`config.mk`:
```
export PLATFORM = sky130hd
export DESIGN_NAME = adc_edge_trigger
export DESIGN_NICKNAME = d
export VERILOG_FILES = /design/src/rtl/adc_edge_trigger.sv
export SDC_FILE = /design/constraint.sdc
export NUM_CORES = 1
export LEC_CHECK = 0
export CELL_PAD_IN_SITES_DETAIL_PLACEMENT = 1
export CELL_PAD_IN_SITES_GLOBAL_PLACEMENT = 2
export CORE_UTILIZATION = 33
export DETAILED_ROUTE_END_ITERATION = 16
export PLACE_DENSITY_LB_ADDON = 0.1
export REMOVE_ABC_BUFFERS = 1
export SLEW_MARGIN = 20
export SYNTH_ARGS = -nofsm -noshare
export SYNTH_HDL_FRONTEND = slang
export SYNTH_SLANG_ARGS = --single-unit
```
`constraint.sdc`:
```
create_clock -name divclk -period 5.85 [get_ports divclk]
set_input_delay 0.585 -clock divclk [delete_from_list [all_inputs] [get_ports divclk]]
set_output_delay 0.585 -clock divclk [all_outputs]
set_load 0.03 [all_outputs]
```
`src/rtl/adc_edge_trigger.sv`:
```
// Edge trigger on 8-lane signed ADC beats: 2-cycle fixed pass-through, flags the first qualified crossing.
// No backpressure: bubbles flow through untouched. TRIG_TIMESTAMP_EN adds out_trig_ts.
module adc_edge_trigger #(
    parameter  int LANES     = 8,
    parameter  int SAMPLE_W  = 8,
    parameter  int HOLDOFF_W = 16,
    localparam int DATA_W    = LANES * SAMPLE_W,
    localparam int IDX_W     = $clog2(LANES)
) (
    input  logic                 divclk,
    input  logic                 rst,
    input  logic [DATA_W-1:0]    in_data,
    input  logic                 in_valid,
    input  logic                 cfg_arm,
    input  logic                 cfg_rising,
    input  logic [SAMPLE_W-1:0]  cfg_threshold,
    input  logic [SAMPLE_W-1:0]  cfg_hyst,
    input  logic [HOLDOFF_W-1:0] cfg_holdoff,
    output logic [DATA_W-1:0]    out_data,
    output logic                 out_valid,
    output logic                 out_trig,
    output logic [IDX_W-1:0]     out_trig_idx,
`ifdef TRIG_TIMESTAMP_EN
    output logic [31:0]          out_trig_ts,
`endif
    output logic                 armed
);

    localparam logic [1:0] ST_IDLE    = 2'd0;
    localparam logic [1:0] ST_WAIT    = 2'd1;
    localparam logic [1:0] ST_PRIMED  = 2'd2;
    localparam logic [1:0] ST_HOLDOFF = 2'd3;

    localparam logic signed [SAMPLE_W+1:0] S_MAX = (SAMPLE_W+2)'((1 << (SAMPLE_W-1)) - 1);
    localparam logic signed [SAMPLE_W+1:0] S_MIN = ~S_MAX;

    // ---------------- stage 1: per-lane threshold flags ----------------
    logic signed [SAMPLE_W+1:0] thr_x;
    logic signed [SAMPLE_W+1:0] hyst_x;
    logic signed [SAMPLE_W+1:0] alt_x;
    logic signed [SAMPLE_W-1:0] alt_s;
    logic signed [SAMPLE_W-1:0] thr_s;
    logic [LANES-1:0]           hi_d;
    logic [LANES-1:0]           lo_d;

    assign thr_s  = cfg_threshold;
    assign thr_x  = {{2{cfg_threshold[SAMPLE_W-1]}}, cfg_threshold};
    assign hyst_x = {2'b00, cfg_hyst};
    assign alt_x  = cfg_rising ? (thr_x - hyst_x) : (thr_x + hyst_x);

    // The re-arm level lives on the far side of the threshold and saturates to the sample range.
    always_comb begin
        alt_s = alt_x[SAMPLE_W-1:0];
        if (alt_x > S_MAX) begin
            alt_s = {1'b0, {(SAMPLE_W-1){1'b1}}};
        end else if (alt_x < S_MIN) begin
            alt_s = {1'b1, {(SAMPLE_W-1){1'b0}}};
        end
    end

    for (genvar gi = 0; gi < LANES; gi++) begin : g_lane
        logic signed [SAMPLE_W-1:0] smp;
        assign smp      = in_data[gi*SAMPLE_W +: SAMPLE_W];
        assign hi_d[gi] = cfg_rising ? (smp >= thr_s) : (smp <= thr_s);
        assign lo_d[gi] = cfg_rising ? (smp <= alt_s) : (smp >= alt_s);
    end

    logic [DATA_W-1:0]    s1_data_q;
    logic                 s1_vld_q;
    logic [LANES-1:0]     s1_hi_q;
    logic [LANES-1:0]     s1_lo_q;
    logic [HOLDOFF_W-1:0] s1_holdoff_q;
`ifdef TRIG_TIMESTAMP_EN
    logic [31:0]          ts_cnt_q;
    logic [31-IDX_W:0]    s1_ts_q;
`endif

    always_ff @(posedge divclk) begin
        if (rst) begin
            s1_data_q    <= '0;
            s1_vld_q     <= 1'b0;
            s1_hi_q      <= '0;
            s1_lo_q      <= '0;
            s1_holdoff_q <= '0;
`ifdef TRIG_TIMESTAMP_EN
            ts_cnt_q     <= '0;
            s1_ts_q      <= '0;
`endif
        end else begin
            s1_data_q    <= in_data;
            s1_vld_q     <= in_valid;
            s1_hi_q      <= hi_d;
            s1_lo_q      <= lo_d;
            s1_holdoff_q <= cfg_holdoff;
`ifdef TRIG_TIMESTAMP_EN
            if (in_valid) begin
                ts_cnt_q <= ts_cnt_q + 32'd1;
                s1_ts_q  <= ts_cnt_q[31-IDX_W:0];
            end
`endif
        end
    end

    // ---------------- stage 2: trigger FSM over lanes ----------------
    logic [1:0]           state_q, state_d;
    logic [HOLDOFF_W-1:0] hcnt_q, hcnt_d;
    logic                 trig_d;
    logic [IDX_W-1:0]     idx_d;
    logic                 primed;
    logic                 found;

    always_comb begin
        state_d = state_q;
        hcnt_d  = hcnt_q;
        trig_d  = 1'b0;
        idx_d   = '0;
        primed  = (state_q == ST_PRIMED);
        found   = 1'b0;
        if (!cfg_arm) begin
            state_d = ST_IDLE;
            hcnt_d  = '0;
        end else begin
            case (state_q)
                ST_IDLE: state_d = ST_WAIT;
                ST_HOLDOFF: begin
                    if (s1_vld_q) begin
                        if (hcnt_q == HOLDOFF_W'(1)) begin
                            state_d = ST_WAIT;
                            hcnt_d  = '0;
                        end else begin
                            hcnt_d  = hcnt_q - HOLDOFF_W'(1);
                        end
                    end
                end
                default: begin
                    if (s1_vld_q) begin
                        // Trigger test precedes priming so a lane meeting both only primes.
                        for (int i = 0; i < LANES; i++) begin
                            if (!found) begin
                                if (primed && s1_hi_q[i]) begin
                                    found = 1'b1;
                                    idx_d = IDX_W'(i);
                                end else if (s1_lo_q[i]) begin
                                    primed = 1'b1;
                                end
                            end
                        end
                        trig_d = found;
                        if (found) begin
                            if (s1_holdoff_q == '0) begin
                                state_d = ST_WAIT;
                            end else begin
                                state_d = ST_HOLDOFF;
                                hcnt_d  = s1_holdoff_q;
                            end
                        end else begin
                            state_d = primed ? ST_PRIMED : ST_WAIT;
                        end
                    end
                end
            endcase
        end
    end

    logic [DATA_W-1:0] out_data_q;
    logic              out_valid_q;
    logic              out_trig_q;
    logic [IDX_W-1:0]  out_idx_q;
`ifdef TRIG_TIMESTAMP_EN
    logic [31:0]       out_ts_q;
`endif

    always_ff @(posedge divclk) begin
        if (rst) begin
            state_q     <= ST_IDLE;
            hcnt_q      <= '0;
            out_data_q  <= '0;
            out_valid_q <= 1'b0;
            out_trig_q  <= 1'b0;
            out_idx_q   <= '0;
`ifdef TRIG_TIMESTAMP_EN
            out_ts_q    <= '0;
`endif
        end else begin
            state_q     <= state_d;
            hcnt_q      <= hcnt_d;
            out_data_q  <= s1_data_q;
            out_valid_q <= s1_vld_q;
            out_trig_q  <= trig_d;
            out_idx_q   <= idx_d;
`ifdef TRIG_TIMESTAMP_EN
            if (trig_d) begin
                out_ts_q <= {s1_ts_q, idx_d};
            end
`endif
        end
    end

    assign out_data     = out_data_q;
    assign out_valid    = out_valid_q;
    assign out_trig     = out_trig_q;
    assign out_trig_idx = out_idx_q;
    assign armed        = (state_q == ST_PRIMED);
`ifdef TRIG_TIMESTAMP_EN
    assign out_trig_ts  = out_ts_q;
`endif

endmodule

```
==> impl_results.md <==
- Dpl cell area: 0.0124 mm²
- Met3 usage: 3.18%
- Fmax: 188 MHz
- FF-to-FF End: hcnt_q[13]
- ANT nets after route: 0
- Cell Rows: 64
- R2r setup slk: 2740 ps
- Crit path max fanout: 8
- WL final: 32300 µm
- Clock transition at path regs: 80 ps
- Placer Congestion: 0.830
- Ys flop type: dfxtp_1
- Routed vias/inst: 5.13
- Postcts setup bufs: 0
- Gr ovfl total: 0
- Met2 global-route usage: 35.9%
- Die Ht: 178 µm
- Most frequent cell after synthesis: dfxtp_1
- Hold WC Path Type: reg -> reg
- Power Density: 299 mW/mm²
- GRT met1 Usage: 26.6%
- GRT Max-Usage Layer: met2
- Vias: 8703
- WP buf/inv: 4
- Most frequent cells after synthesis: dfxtp_1 (184), nor2b_1 (165), ha_1 (128)
- Pins over their slew limit: 0
- CP Launch Type: primary input
- Clock Tree Buf Depth: 2
- Sequential share of the synthesized area: 36.0%
- Fin crit share: 91.2%
- EDFF count, synth: 0
- Area grow syn2layout: 27.2%
- Post-route design area: 0.0130 mm²
- Pre-antenna DRT Iters: 4
- Initial core utilization: 33.5%
- NumNets Final: 1517
- Post-synth cell types: 81
- Avg Cell Area, Syn: 9.16 µm²
- Syn. warnings: 0
- Worst hold stages: 1
- Maxcap violations: 0
- Worst Path Required: 6190 ps
- ANT cells: 0
- Largest net degree at the start of global routing: 109
- # setup viols final: 0
- Average wire per cell in the routed design: 19.1 µm
- CP max stage delay: 530 ps
- Vias in the first global route: 9004
- Core Box Area: 0.0305 mm²
- #FFs+latches synth: 184
- Leakage power: 5.26 nW
- Reg2Reg Depth: 10
- Run status: finished clean
- Global Route Usage Sum: 21.1%
- DRT iter0 DRCs: 380
- Die Span X: 178 µm
- Data arrival, critical path: 5670 ps
- Hold_buf cts: 0
- Post-Syn Instances: 1116
- DRC errors left: 0
- H-tree depth: 4
- Fraction of registers with async set/reset: 0%
- Fin crit period: 5330 ps
- Worst R2R Start: state_q[0]
- Min-delay src: s1_data_q[21]
- Hold Crit Endpoint: out_data[21]
- VDD IR max: 0.229 mV
- Antenna violations before repair: 0
- Crit. End Element: register
- Die area: 0.0317 mm²
- Clock sink total: 184
- CTS Buf Count: 17
- Synth top area share: 36.0%
- Worst Tran Pin Value: 937 ps
- Clk_lat worst skew: 460 ps
- Area leader, netlist: dfxtp_1
- Syn Std Cell Area: 0.0102 mm²
- CTS tree: yes
- End-of-flow core utilization: 42.6%
- Post-DP HPWL: 23700 µm
- Final Hold Vio Count: 0
- Crit path kind: in -> reg
- First-pass GRT wire length: 49900 µm
- CP top delay family: compound AO/OA/AOI/OAI gates
- I/O pins: 171
- RSZ-0062 raised after global routing: false
- Layout cell share with drive strength beyond 1: 7.31%
- CTS root buf: clkbuf_16
- Clk_skew: 13.7 ps
- Crit path cell chain: clkdlybuf4s50_1, inv_1, ha_1, mux2_2, fa_1, nand2b_1, a211oi_1, mux2i_1, nor2_2, buf_4, a211o_1, a21boi_0, buf_4, ha_1, nand2_1, nor3_1, and3_1, a221o_1, nor4_1, o32a_1, nand3_1
- PortBufs: 170
- CP max-delay cell: clkdlybuf4s50_1
- Largest cells by area after synthesis: dfxtp_1 (36%), ha_1 (16%), nor2b_1 (10%)
- Worst slew margin: 37.5%
==> routing by layer <==
layer | vias up | routed length (µm)
met2 | 165 | 15200
met4 | 0 | 815
li1 | 4322 | -
met3 | 43 | 1060
met1 | 4173 | 15300
met5 | - | 0
==> worst register-to-register path, stage by stage, from the launching register on <==
cell and delay (ps):
dfxtp_1 360, inv_1 70, ha_1 290, or4_1 590, a21oi_1 180, o21bai_1 140, a21oi_1 310, a41oi_1 150
o21a_1 570, nor2_1 220, a211oi_1 70
==> power by group <==
group	internal, W	switching, W	total, W
Combinational	0.000577	0.000798	0.00137
Clock	0.000561	0.000567	0.00113
Sequential	0.00133	0.0000461	0.00138
==> worst max-delay path by stage <==
| stage | from | end | slack [ps] | depth (start not counted) |
|---|---|---|---|---|
| 6_report | cfg_hyst[0] | s1_lo_q[5] | 520 | 21 |
| 5_1_grt | cfg_hyst[0] | s1_lo_q[7] | 50 | 25 |
| 4_1_cts | cfg_hyst[0] | s1_lo_q[5] | 340 | 21 |
| 3_5_place_dp | cfg_hyst[0] | s1_lo_q[5] | -130 | 21 |
| 3_3_place_gp | cfg_hyst[0] | s1_lo_q[5] | 100 | 21 |
| 2_1_floorplan | cfg_hyst[0] | s1_lo_q[5] | 640 | 23 |
==> registers in the layout, summed over array words and instances, names as in the netlist <==
register	cells
out_data	64
s1_lo_q	8
out_valid	1
out_trig	1
s1_holdoff_q	16
s1_hi_q	8
hcnt_q	16
s1_vld_q	1
s1_data_q	64
out_trig_idx	3
state_q	2
==> per-stage QoR <==
step	total power, W	hold slack [ps]	cells	setup TNS, ps	setup slack [ps]
5_1_grt	0.00413	453	1696	0	53.2
3_5_place_dp	0.00277	424	1664	-223	-128
2_1_floorplan	0.00224	414	1075	0	636
3_3_place_gp	0.00275	418	1664	0	95.9
6_report	0.00388	435	1696	0	517
4_1_cts	0.00393	441	1696	0	342
==> area by class of cell <==
cell class                      instances  area [µm²]
Fill cell                            3542       17500
Timing Repair Buffer                  193        1880
Tap cell                              396         495
Multi-Input combinational cell        844        6210
Clock inverter                         15         134
Clock buffer                           17         425
Inverter                               47         176
Sequential cell                       184        3680
==> cell families (layout without fill, tap and decap cells) <==
family                     count (synthesis)  count (layout)  share of synthesized area, %
AOI/OAI and AO/OA                        254             254                          17.9
xor gates and xnor gates                  41              41                          3.51
adders and majority gates                130             130                          16.0
buffers and inverters                     88             272                          3.51
DFF                                      184             184                          36.0
muxes                                      7               7                         0.747
and+or+nand+nor                          412             412                          22.3
==> cells in the final DEF, fill, tap and decap left out, types with 9 or more instances in the layout <==
cell type / count
nand2b_1: 16
o21ai_0: 35
nor2b_1: 165
nand2_1: 31
a31oi_1: 11
dfxtp_1: 184
nor3_1: 15
nor2_1: 91
ha_1: 128
a211oi_1: 14
nor4_1: 13
o21a_1: 31
clkbuf_16: 17
clkdlybuf4s50_1: 169
nand4_1: 18
inv_1: 45
a21o_1: 9
buf_4: 23
or2_2: 9
nand3_1: 12
a21oi_1: 60
xnor2_1: 33
o211ai_1: 9
==> repair_timing <==
action                                  CTS  global route
gates resized for setup                   0             4
endpoints found under the setup margin    0             2
hold endpoints to repair                  0             0
(Power assumes the default switching activity.)
